<file path="config.mk">
export PLATFORM = sky130hd
export DESIGN_NAME = time_set_entry
export DESIGN_NICKNAME = d
export VERILOG_FILES = /design/src/rtl/time_set_pkg.sv /design/src/rtl/bcd2_to_bin.sv /design/src/rtl/time_set_entry.sv
export SDC_FILE = /design/constraint.sdc
export NUM_CORES = 1
export LEC_CHECK = 0
export ABC_AREA = 1
export CORE_MARGIN = 10
export CORE_UTILIZATION = 36
export CTS_BUF_LIST = sky130_fd_sc_hd__clkbuf_4 sky130_fd_sc_hd__clkbuf_8
export DETAILED_ROUTE_END_ITERATION = 7
export PLACE_DENSITY = 0.66
export SLEW_MARGIN = 0
export SYNTH_ARGS = -nofsm -noshare
export SYNTH_HDL_FRONTEND = slang
export SYNTH_HIERARCHICAL = 1
export SYNTH_SLANG_ARGS = --single-unit
</file>
<file path="constraint.sdc">
create_clock -name clk -period 2.4 [get_ports clk]
set_input_delay 0.48 -clock clk [delete_from_list [all_inputs] [get_ports clk]]
set_output_delay 0.48 -clock clk [all_outputs]
set_load 0.01 [all_outputs]
</file>
<file path="src/rtl/time_set_pkg.sv">
// -----------------------------------------------------------------------------
// time_set_pkg
// Shared constants and types for the keypad time-setting front end.
//   - key codes recognised on the key strobe interface (digits are 0-9)
//   - BLANK digit code, shown by decode7 as an unlit digit
//   - range limits for committed hours and minutes
//   - state encoding for the entry FSM
// -----------------------------------------------------------------------------
package time_set_pkg;

    localparam logic [3:0] KEY_CLEAR = 4'hC;
    localparam logic [3:0] KEY_ENTER = 4'hE;
    localparam logic [3:0] BLANK     = 4'hF;

    localparam logic [6:0] HH_MAX = 7'd23;
    localparam logic [6:0] MM_MAX = 7'd59;

    typedef enum logic [1:0] {
        IDLE   = 2'd0,
        ENTRY  = 2'd1,
        COMMIT = 2'd2
    } state_t;

    // Key codes 0-9 are digits; everything above is a command or unused.
    function automatic logic is_digit(input logic [3:0] code);
        return code <= 4'd9;
    endfunction

endpackage

</file>
<file path="src/rtl/bcd2_to_bin.sv">
// -----------------------------------------------------------------------------
// bcd2_to_bin
// Combinational conversion of a two-digit BCD number to binary.
// Ports:
//   tens  - BCD tens digit (0-9)
//   units - BCD units digit (0-9)
//   bin   - tens*10 + units, 0-99
// -----------------------------------------------------------------------------
module bcd2_to_bin (
    input  logic [3:0] tens,
    input  logic [3:0] units,
    output logic [6:0] bin
);

    assign bin = ({3'b000, tens} * 7'd10) + {3'b000, units};

endmodule

</file>
<file path="src/rtl/time_set_entry.sv">
// -----------------------------------------------------------------------------
// time_set_entry
// Keypad-driven time-setting front end. Collects four BCD digits (HHMM),
// range-checks them and writes the result to the RTC initial-time load port.
// Ports:
//   clk, rst            - system clock, asynchronous active-high reset
//   key_valid, key_code - one-cycle key strobe; 0-9 digit, C clear, E enter
//   initial_time_hh/mm  - last committed time, held until the next commit
//   initial_time_valid  - one-cycle commit strobe to the RTC
//   entry_err           - one-cycle error strobe (short entry or out of range)
//   entry_active        - high while a partial entry is held
//   digit3..digit0      - digits entered so far, BLANK where not yet entered
//   digit_cnt           - number of digits entered, 0-4
// -----------------------------------------------------------------------------
module time_set_entry
    import time_set_pkg::*;
#(
    parameter int TIMEOUT_CYCLES = 500000000,
    parameter int TO_W           = $clog2(TIMEOUT_CYCLES)
) (
    input  logic            clk,
    input  logic            rst,
    input  logic            key_valid,
    input  logic [3:0]      key_code,
    output logic [4:0]      initial_time_hh,
    output logic [5:0]      initial_time_mm,
    output logic            initial_time_valid,
    output logic            entry_err,
    output logic            entry_active,
    output logic [3:0]      digit3,
    output logic [3:0]      digit2,
    output logic [3:0]      digit1,
    output logic [3:0]      digit0,
    output logic [2:0]      digit_cnt
);

    // The counter reaching TIMEOUT_CYCLES-1 abandons the entry, so the last
    // silent cycle that still keeps it is the one where it holds TIMEOUT-2.
    localparam logic [TO_W-1:0] TO_LAST = TO_W'(TIMEOUT_CYCLES - 2);

    state_t          state;
    logic [TO_W-1:0] to_cnt;

    logic [6:0] hh_bin;
    logic [6:0] mm_bin;

    logic is_key_digit;
    logic is_clear;
    logic is_enter;
    logic timed_out;
    logic time_ok;
    logic drop_entry;

    bcd2_to_bin u_hh_conv (
        .tens  (digit3),
        .units (digit2),
        .bin   (hh_bin)
    );

    bcd2_to_bin u_mm_conv (
        .tens  (digit1),
        .units (digit0),
        .bin   (mm_bin)
    );

    // Key decode and exit conditions. Every path back to IDLE blanks the
    // display, so the exits are gathered into drop_entry: CLEAR, a short
    // ENTER, a timeout with no competing key, and the single COMMIT cycle.
    always_comb begin
        is_key_digit = key_valid && is_digit(key_code);
        is_clear     = key_valid && (key_code == KEY_CLEAR);
        is_enter     = key_valid && (key_code == KEY_ENTER);
        timed_out    = (state == ENTRY) && !key_valid && (to_cnt == TO_LAST);
        time_ok      = (hh_bin <= HH_MAX) && (mm_bin <= MM_MAX);
        drop_entry   = (state == COMMIT) ||
                       ((state == ENTRY) &&
                        (is_clear || timed_out ||
                         (is_enter && (digit_cnt != 3'd4))));
    end

    // Entry FSM with all outputs registered. The strobes default low every
    // cycle so each is at most one cycle wide; COMMIT always returns to IDLE,
    // which keeps valid and err from ever appearing on consecutive cycles.
    always_ff @(posedge clk or posedge rst) begin
        if (rst) begin
            state              <= IDLE;
            to_cnt             <= '0;
            initial_time_hh    <= '0;
            initial_time_mm    <= '0;
            initial_time_valid <= 1'b0;
            entry_err          <= 1'b0;
            entry_active       <= 1'b0;
            digit3             <= BLANK;
            digit2             <= BLANK;
            digit1             <= BLANK;
            digit0             <= BLANK;
            digit_cnt          <= '0;
        end else begin
            initial_time_valid <= 1'b0;
            entry_err          <= 1'b0;
            if (drop_entry) begin
                state        <= IDLE;
                entry_active <= 1'b0;
                to_cnt       <= '0;
                digit3       <= BLANK;
                digit2       <= BLANK;
                digit1       <= BLANK;
                digit0       <= BLANK;
                digit_cnt    <= '0;
                if ((state == COMMIT) && time_ok) begin
                    initial_time_hh    <= hh_bin[4:0];
                    initial_time_mm    <= mm_bin[5:0];
                    initial_time_valid <= 1'b1;
                end else if ((state == COMMIT) || is_enter) begin
                    entry_err <= 1'b1;
                end
            end else begin
                case (state)
                    IDLE: begin
                        if (is_key_digit) begin
                            digit3       <= key_code;
                            digit_cnt    <= 3'd1;
                            to_cnt       <= '0;
                            state        <= ENTRY;
                            entry_active <= 1'b1;
                        end
                    end
                    ENTRY: begin
                        // Any strobe, even one that is otherwise ignored,
                        // counts as activity and restarts the timeout.
                        if (key_valid) begin
                            to_cnt <= '0;
                        end else begin
                            to_cnt <= to_cnt + 1'b1;
                        end
                        if (is_key_digit && (digit_cnt != 3'd4)) begin
                            case (digit_cnt)
                                3'd1:    digit2 <= key_code;
                                3'd2:    digit1 <= key_code;
                                default: digit0 <= key_code;
                            endcase
                            digit_cnt <= digit_cnt + 3'd1;
                        end else if (is_enter) begin
                            // Short ENTER is handled by drop_entry, so four
                            // digits are present here.
                            state        <= COMMIT;
                            entry_active <= 1'b0;
                        end
                    end
                    default: begin
                        state        <= IDLE;
                        entry_active <= 1'b0;
                    end
                endcase
            end
        end
    end

endmodule

</file>
==> metrics.txt <==
# TYPE chip_impl_metric gauge
chip_impl_info{name="synth_top_flop_cell",value="sky130_fd_sc_hd__dfrtp_1"} 1
chip_impl_metric{name="grt_first_pass_wirelength",unit="mm"} 19.8
chip_impl_info{name="most-common-layout-cells",value="sky130_fd_sc_hd__nand2_1 (253), sky130_fd_sc_hd__nor2_1 (75), sky130_fd_sc_hd__inv_1 (56)"} 1
chip_impl_metric{name="ys_seq_elements",unit=""} 63
chip_impl_metric{name="number_of_antenna_violations_at_the_first_check_in_global_routing",unit=""} 0
chip_impl_info{name="critPathMostFrequentCell",value="sky130_fd_sc_hd__nand2_1"} 1
chip_impl_metric{name="floorplan.die_area",unit="um2"} 17100
chip_impl_metric{name="synth_edf_count",unit=""} 0
chip_impl_info{name="violations",value="negative setup slack"} 1
chip_impl_metric{name="slew_viol_final",unit=""} 0
chip_impl_metric{name="switching_share",unit=""} 0.453
chip_impl_metric{name="numPlacedInstances",unit=""} 842
chip_impl_metric{name="route.detailed.vias_per_inst",unit=""} 4.91
chip_impl_metric{name="largest_net_degree_at_the_start_of_global_routing",unit=""} 28
chip_impl_metric{name="critical_path.max_stage_delay",unit="ns"} 0.56
chip_impl_metric{name="numPortBuffers",unit=""} 39
chip_impl_metric{name="final-hold-violation-count",unit=""} 0
chip_impl_metric{name="cts.path.max_buffers",unit=""} 2
chip_impl_metric{name="finalClockSkew",unit="ns"} 0.0154
chip_impl_metric{name="clock_latency",unit="ns"} 0.37
chip_impl_metric{name="setup.reg_to_reg.worst_slack",unit="ns"} -0.16
chip_impl_info{name="cts_tree",value="built"} 1
chip_impl_info{name="r2r_end",value="initial_time_hh[1]"} 1
chip_impl_metric{name="antennaDiodeCount",unit=""} 0
chip_impl_info{name="worstHoldPathType",value="in -> async"} 1
chip_impl_metric{name="fin_cells",unit=""} 860
chip_impl_metric{name="synth-seq-area-share",unit=""} 0.361
chip_impl_metric{name="final_net_count",unit=""} 743
chip_impl_metric{name="final_count_of_negative_setup_slack_endpoints",unit=""} 13
chip_impl_info{name="timing.critical_path.from",value="digit1[3]"} 1
chip_impl_metric{name="synth_top_cell_area_share",unit=""} 0.266
chip_impl_metric{name="synth_warnings",unit=""} 6
chip_impl_metric{name="routed_length_per_instance",unit="um"} 13.6
chip_impl_info{name="synth_top_area_cell",value="sky130_fd_sc_hd__dfrtp_1"} 1
chip_impl_metric{name="ctsHoldBuffers",unit=""} 0
chip_impl_metric{name="postRouteAntennaNets",unit=""} 0
chip_impl_metric{name="gpl.final_weighted_congestion",unit=""} 0.955
chip_impl_info{name="timing.critical_path.slowest_stage_cell",value="sky130_fd_sc_hd__dfstp_2"} 1
chip_impl_metric{name="die_h",unit="um"} 131
chip_impl_metric{name="via_count_of_the_first_global_routing_pass",unit=""} 4107
chip_impl_metric{name="net_count_of_the_mapped_netlist",unit=""} 676
chip_impl_metric{name="worstPathMaxFanout",unit=""} 4
chip_impl_metric{name="required",unit="ns"} 2.66
chip_impl_metric{name="slew_headroom",unit=""} 0.693
chip_impl_metric{name="synthesis.area_per_instance",unit="um2"} 6.90
chip_impl_metric{name="wirelength",unit="mm"} 11.7
chip_impl_info{name="end_kind",value="register"} 1
chip_impl_metric{name="postPlaceCellArea",unit="um2"} 5200
chip_impl_metric{name="cts_made_buffers",unit=""} 9
chip_impl_metric{name="drv.max_cap_violation_count",unit=""} 0
chip_impl_metric{name="first_pass_iters",unit=""} 4
chip_impl_metric{name="gr-total-overflow",unit=""} 0
chip_impl_metric{name="floorplan.initialDensity",unit=""} 0.368
chip_impl_metric{name="seq_power_share",unit=""} 0.264
chip_impl_metric{name="layout.filler_cells",unit=""} 1241
chip_impl_metric{name="final_period_minus_worst_setup_slack",unit="ns"} 2.56
chip_impl_metric{name="syn-cell-area",unit="um2"} 4420
chip_impl_metric{name="pin_count",unit=""} 40
chip_impl_info{name="status",value="finished, violations left"} 1
chip_impl_metric{name="place_hpwl",unit="mm"} 9.35
chip_impl_metric{name="rows",unit=""} 40
chip_impl_metric{name="maximum_vdd_drop",unit="mV"} 0.354
chip_impl_info{name="rsz_0062_raised_after_global_routing",value="yes"} 1
chip_impl_metric{name="p_leak",unit="nW"} 2.59
chip_impl_info{name="synth_area_leaders",value="sky130_fd_sc_hd__dfrtp_1 (27%), sky130_fd_sc_hd__nand2_1 (22%), sky130_fd_sc_hd__dfstp_2 (9.5%)"} 1
chip_impl_metric{name="routed-via-count",unit=""} 4225
chip_impl_metric{name="netlist_cell_types",unit=""} 33
chip_impl_metric{name="finalWorstSetupSlack",unit="ns"} -0.157
chip_impl_info{name="r2r-start",value="digit1[3]"} 1
chip_impl_metric{name="cellPowerDensity",unit="nW/um2"} 1140
chip_impl_metric{name="post-route-period-util",unit=""} 1.07
chip_impl_metric{name="flow.area_growth_from_synthesis",unit="%"} 22.7
chip_impl_metric{name="drive_gt1_frac",unit=""} 0.140
chip_impl_metric{name="grt_use_total",unit=""} 0.144
chip_impl_metric{name="power_report.internal_total",unit="mW"} 3.38
chip_impl_metric{name="critical_path_arrival",unit="ns"} 2.82
chip_impl_info{name="mostFrequentLayoutCell",value="sky130_fd_sc_hd__nand2_1"} 1
chip_impl_metric{name="max_fclk",unit="GHz"} 0.391
chip_impl_metric{name="die_x",unit="um"} 131
chip_impl_metric{name="net-switching-power",unit="mW"} 2.80
chip_impl_metric{name="fin_area",unit="um2"} 5430
chip_impl_metric{name="clock_sinks",unit=""} 63
chip_impl_metric{name="worstMarginPinSlew",unit="ns"} 0.460
chip_impl_metric{name="finalCoreUtilization",unit=""} 0.452
chip_impl_metric{name="reg2reg_depth",unit=""} 13
chip_impl_metric{name="h-tree-depth",unit=""} 3
chip_impl_metric{name="detailedRoute.firstIterationViolations",unit=""} 274
chip_impl_metric{name="power.clock.fraction",unit=""} 0.140
chip_impl_info{name="cts.root.buffer_cell",value="sky130_fd_sc_hd__clkbuf_8"} 1
chip_impl_metric{name="power_frac_comb",unit=""} 0.596
chip_impl_metric{name="route.detailed.drc",unit=""} 0
chip_impl_metric{name="postSynthCellCount",unit=""} 641
chip_impl_info{name="crit_chain",value="ha_4 > ha_4 > fa_1 > nand2_1 > nor2_1 > nand2_1 > nand3_1 > nand2_1 > nor3_2 > nand3_2 > buf_4 > nand2_1 > nand2_1"} 1
chip_impl_metric{name="clkSlewWorstSetupHoldPaths",unit="ns"} 0.08
chip_impl_metric{name="core",unit="um2"} 12000
chip_impl_info{name="critical_path_class",value="reg -> reg"} 1
chip_impl_metric{name="synth_async_sr_flop_share",unit=""} 1.00
chip_impl_info{name="critical_path.startpoint_type",value="register"} 1
chip_impl_metric{name="dpl_worst_slack",unit="ns"} -0.188
-- flip-flops by register name, indices dropped and copies added (netlist names) --
register and count:
digit2 4, digit1 4, digit0 4, digit_cnt 3, entry_err 1, initial_time_mm 6, to_cnt 29, digit3 4
initial_time_valid 1, state 2, initial_time_hh 5
-- cells by family (layout without fill, tap and decap cells) --
family,Yosys count,count (layout),share of synthesized area
AO/OA/AOI/OAI,39,39,0.0498
XOR/XNOR,19,19,0.0376
adder cells (fa/ha/maj),28,28,0.0860
buffers and inverters,77,149,0.0775
flip-flops,63,63,0.361
AND/OR/NAND/NOR,415,415,0.388
-- repair_timing --
item	in CTS	in global routing
cloned	1	0
hold endpoints to repair	0	0
buffers inserted	1	0
pin swaps	1	6
setup endpoints to repair	12	13
resized for setup	8	7
-- stage by stage --
stage	hold WS [ns]	total power [mW]	TNS, ns
after global placement	0.457	5.14	-1.04
after global routing	0.500	6.78	-3.44
after CTS	0.474	6.20	-1.77
after floorplan	0.475	4.02	-0.697
after detailed placement	0.461	5.27	-1.71
final	0.463	6.19	-1.70
-- layer usage --
layer	wire length [um]	track usage
met5	0	0
met1	5250	0.171
met4	188	0.0432
met2	5560	0.246
met3	705	0.0419
-- cell type report --
class / count / area, um2 / share of cell area
multi-input combinational: 501 / 2550 / 0.469
sequential: 63 / 1600 / 0.294
timing repair buffer: 71 / 672 / 0.124
inverter: 61 / 236 / 0.0436
tap: 147 / 184 / 0.0339
clock buffer: 10 / 138 / 0.0254
clock inverter: 6 / 46.3 / 0.00853
timing repair inverter: 1 / 6.26 / 0.00115
-- worst max-delay path: cells and delay by family (launching register included) --
kind | cells | cell delay [ns]
adder cells (fa/ha/maj) | 3 | 0.87
buffers and inverters | 1 | 0.18
flip-flops | 1 | 0.56
AND/OR/NAND/NOR | 9 | 0.84
-- worst max path at each step --
stage	slack, ns	to	cells past startpoint
2_1_floorplan	-0.07	initial_time_hh[0]	13
3_3_place_gp	-0.11	initial_time_mm[2]	13
3_5_place_dp	-0.19	initial_time_mm[3]	12
4_1_cts	-0.16	initial_time_hh[2]	14
5_1_grt	-0.31	initial_time_hh[1]	13
6_report	-0.16	initial_time_hh[1]	13
-- synthesized netlist by cell type, types with 5 or more instances --
library cell / count
sky130_fd_sc_hd__a21oi_1: 5
sky130_fd_sc_hd__buf_2: 5
sky130_fd_sc_hd__dfrtp_1: 47
sky130_fd_sc_hd__dfstp_2: 16
sky130_fd_sc_hd__ha_1: 24
sky130_fd_sc_hd__inv_1: 57
sky130_fd_sc_hd__nand2_1: 258
sky130_fd_sc_hd__nand3_1: 43
sky130_fd_sc_hd__nand4_1: 10
sky130_fd_sc_hd__nor2_1: 77
sky130_fd_sc_hd__nor3_1: 8
sky130_fd_sc_hd__o21ai_0: 9
sky130_fd_sc_hd__o21ai_1: 16
sky130_fd_sc_hd__xnor2_1: 7
sky130_fd_sc_hd__xor2_1: 12
-- power by group through the flow --
stage	Clock (mW)	Combinational [mW]	Sequential [mW]
5_1_grt	0.946	4.15	1.68
6_report	0.868	3.69	1.63
4_1_cts	0.889	3.68	1.64
3_3_place_gp	0	3.50	1.64
3_5_place_dp	0	3.61	1.66
2_1_floorplan	0	2.25	1.77
No activity file was read; power rests on OpenSTA's default activity.
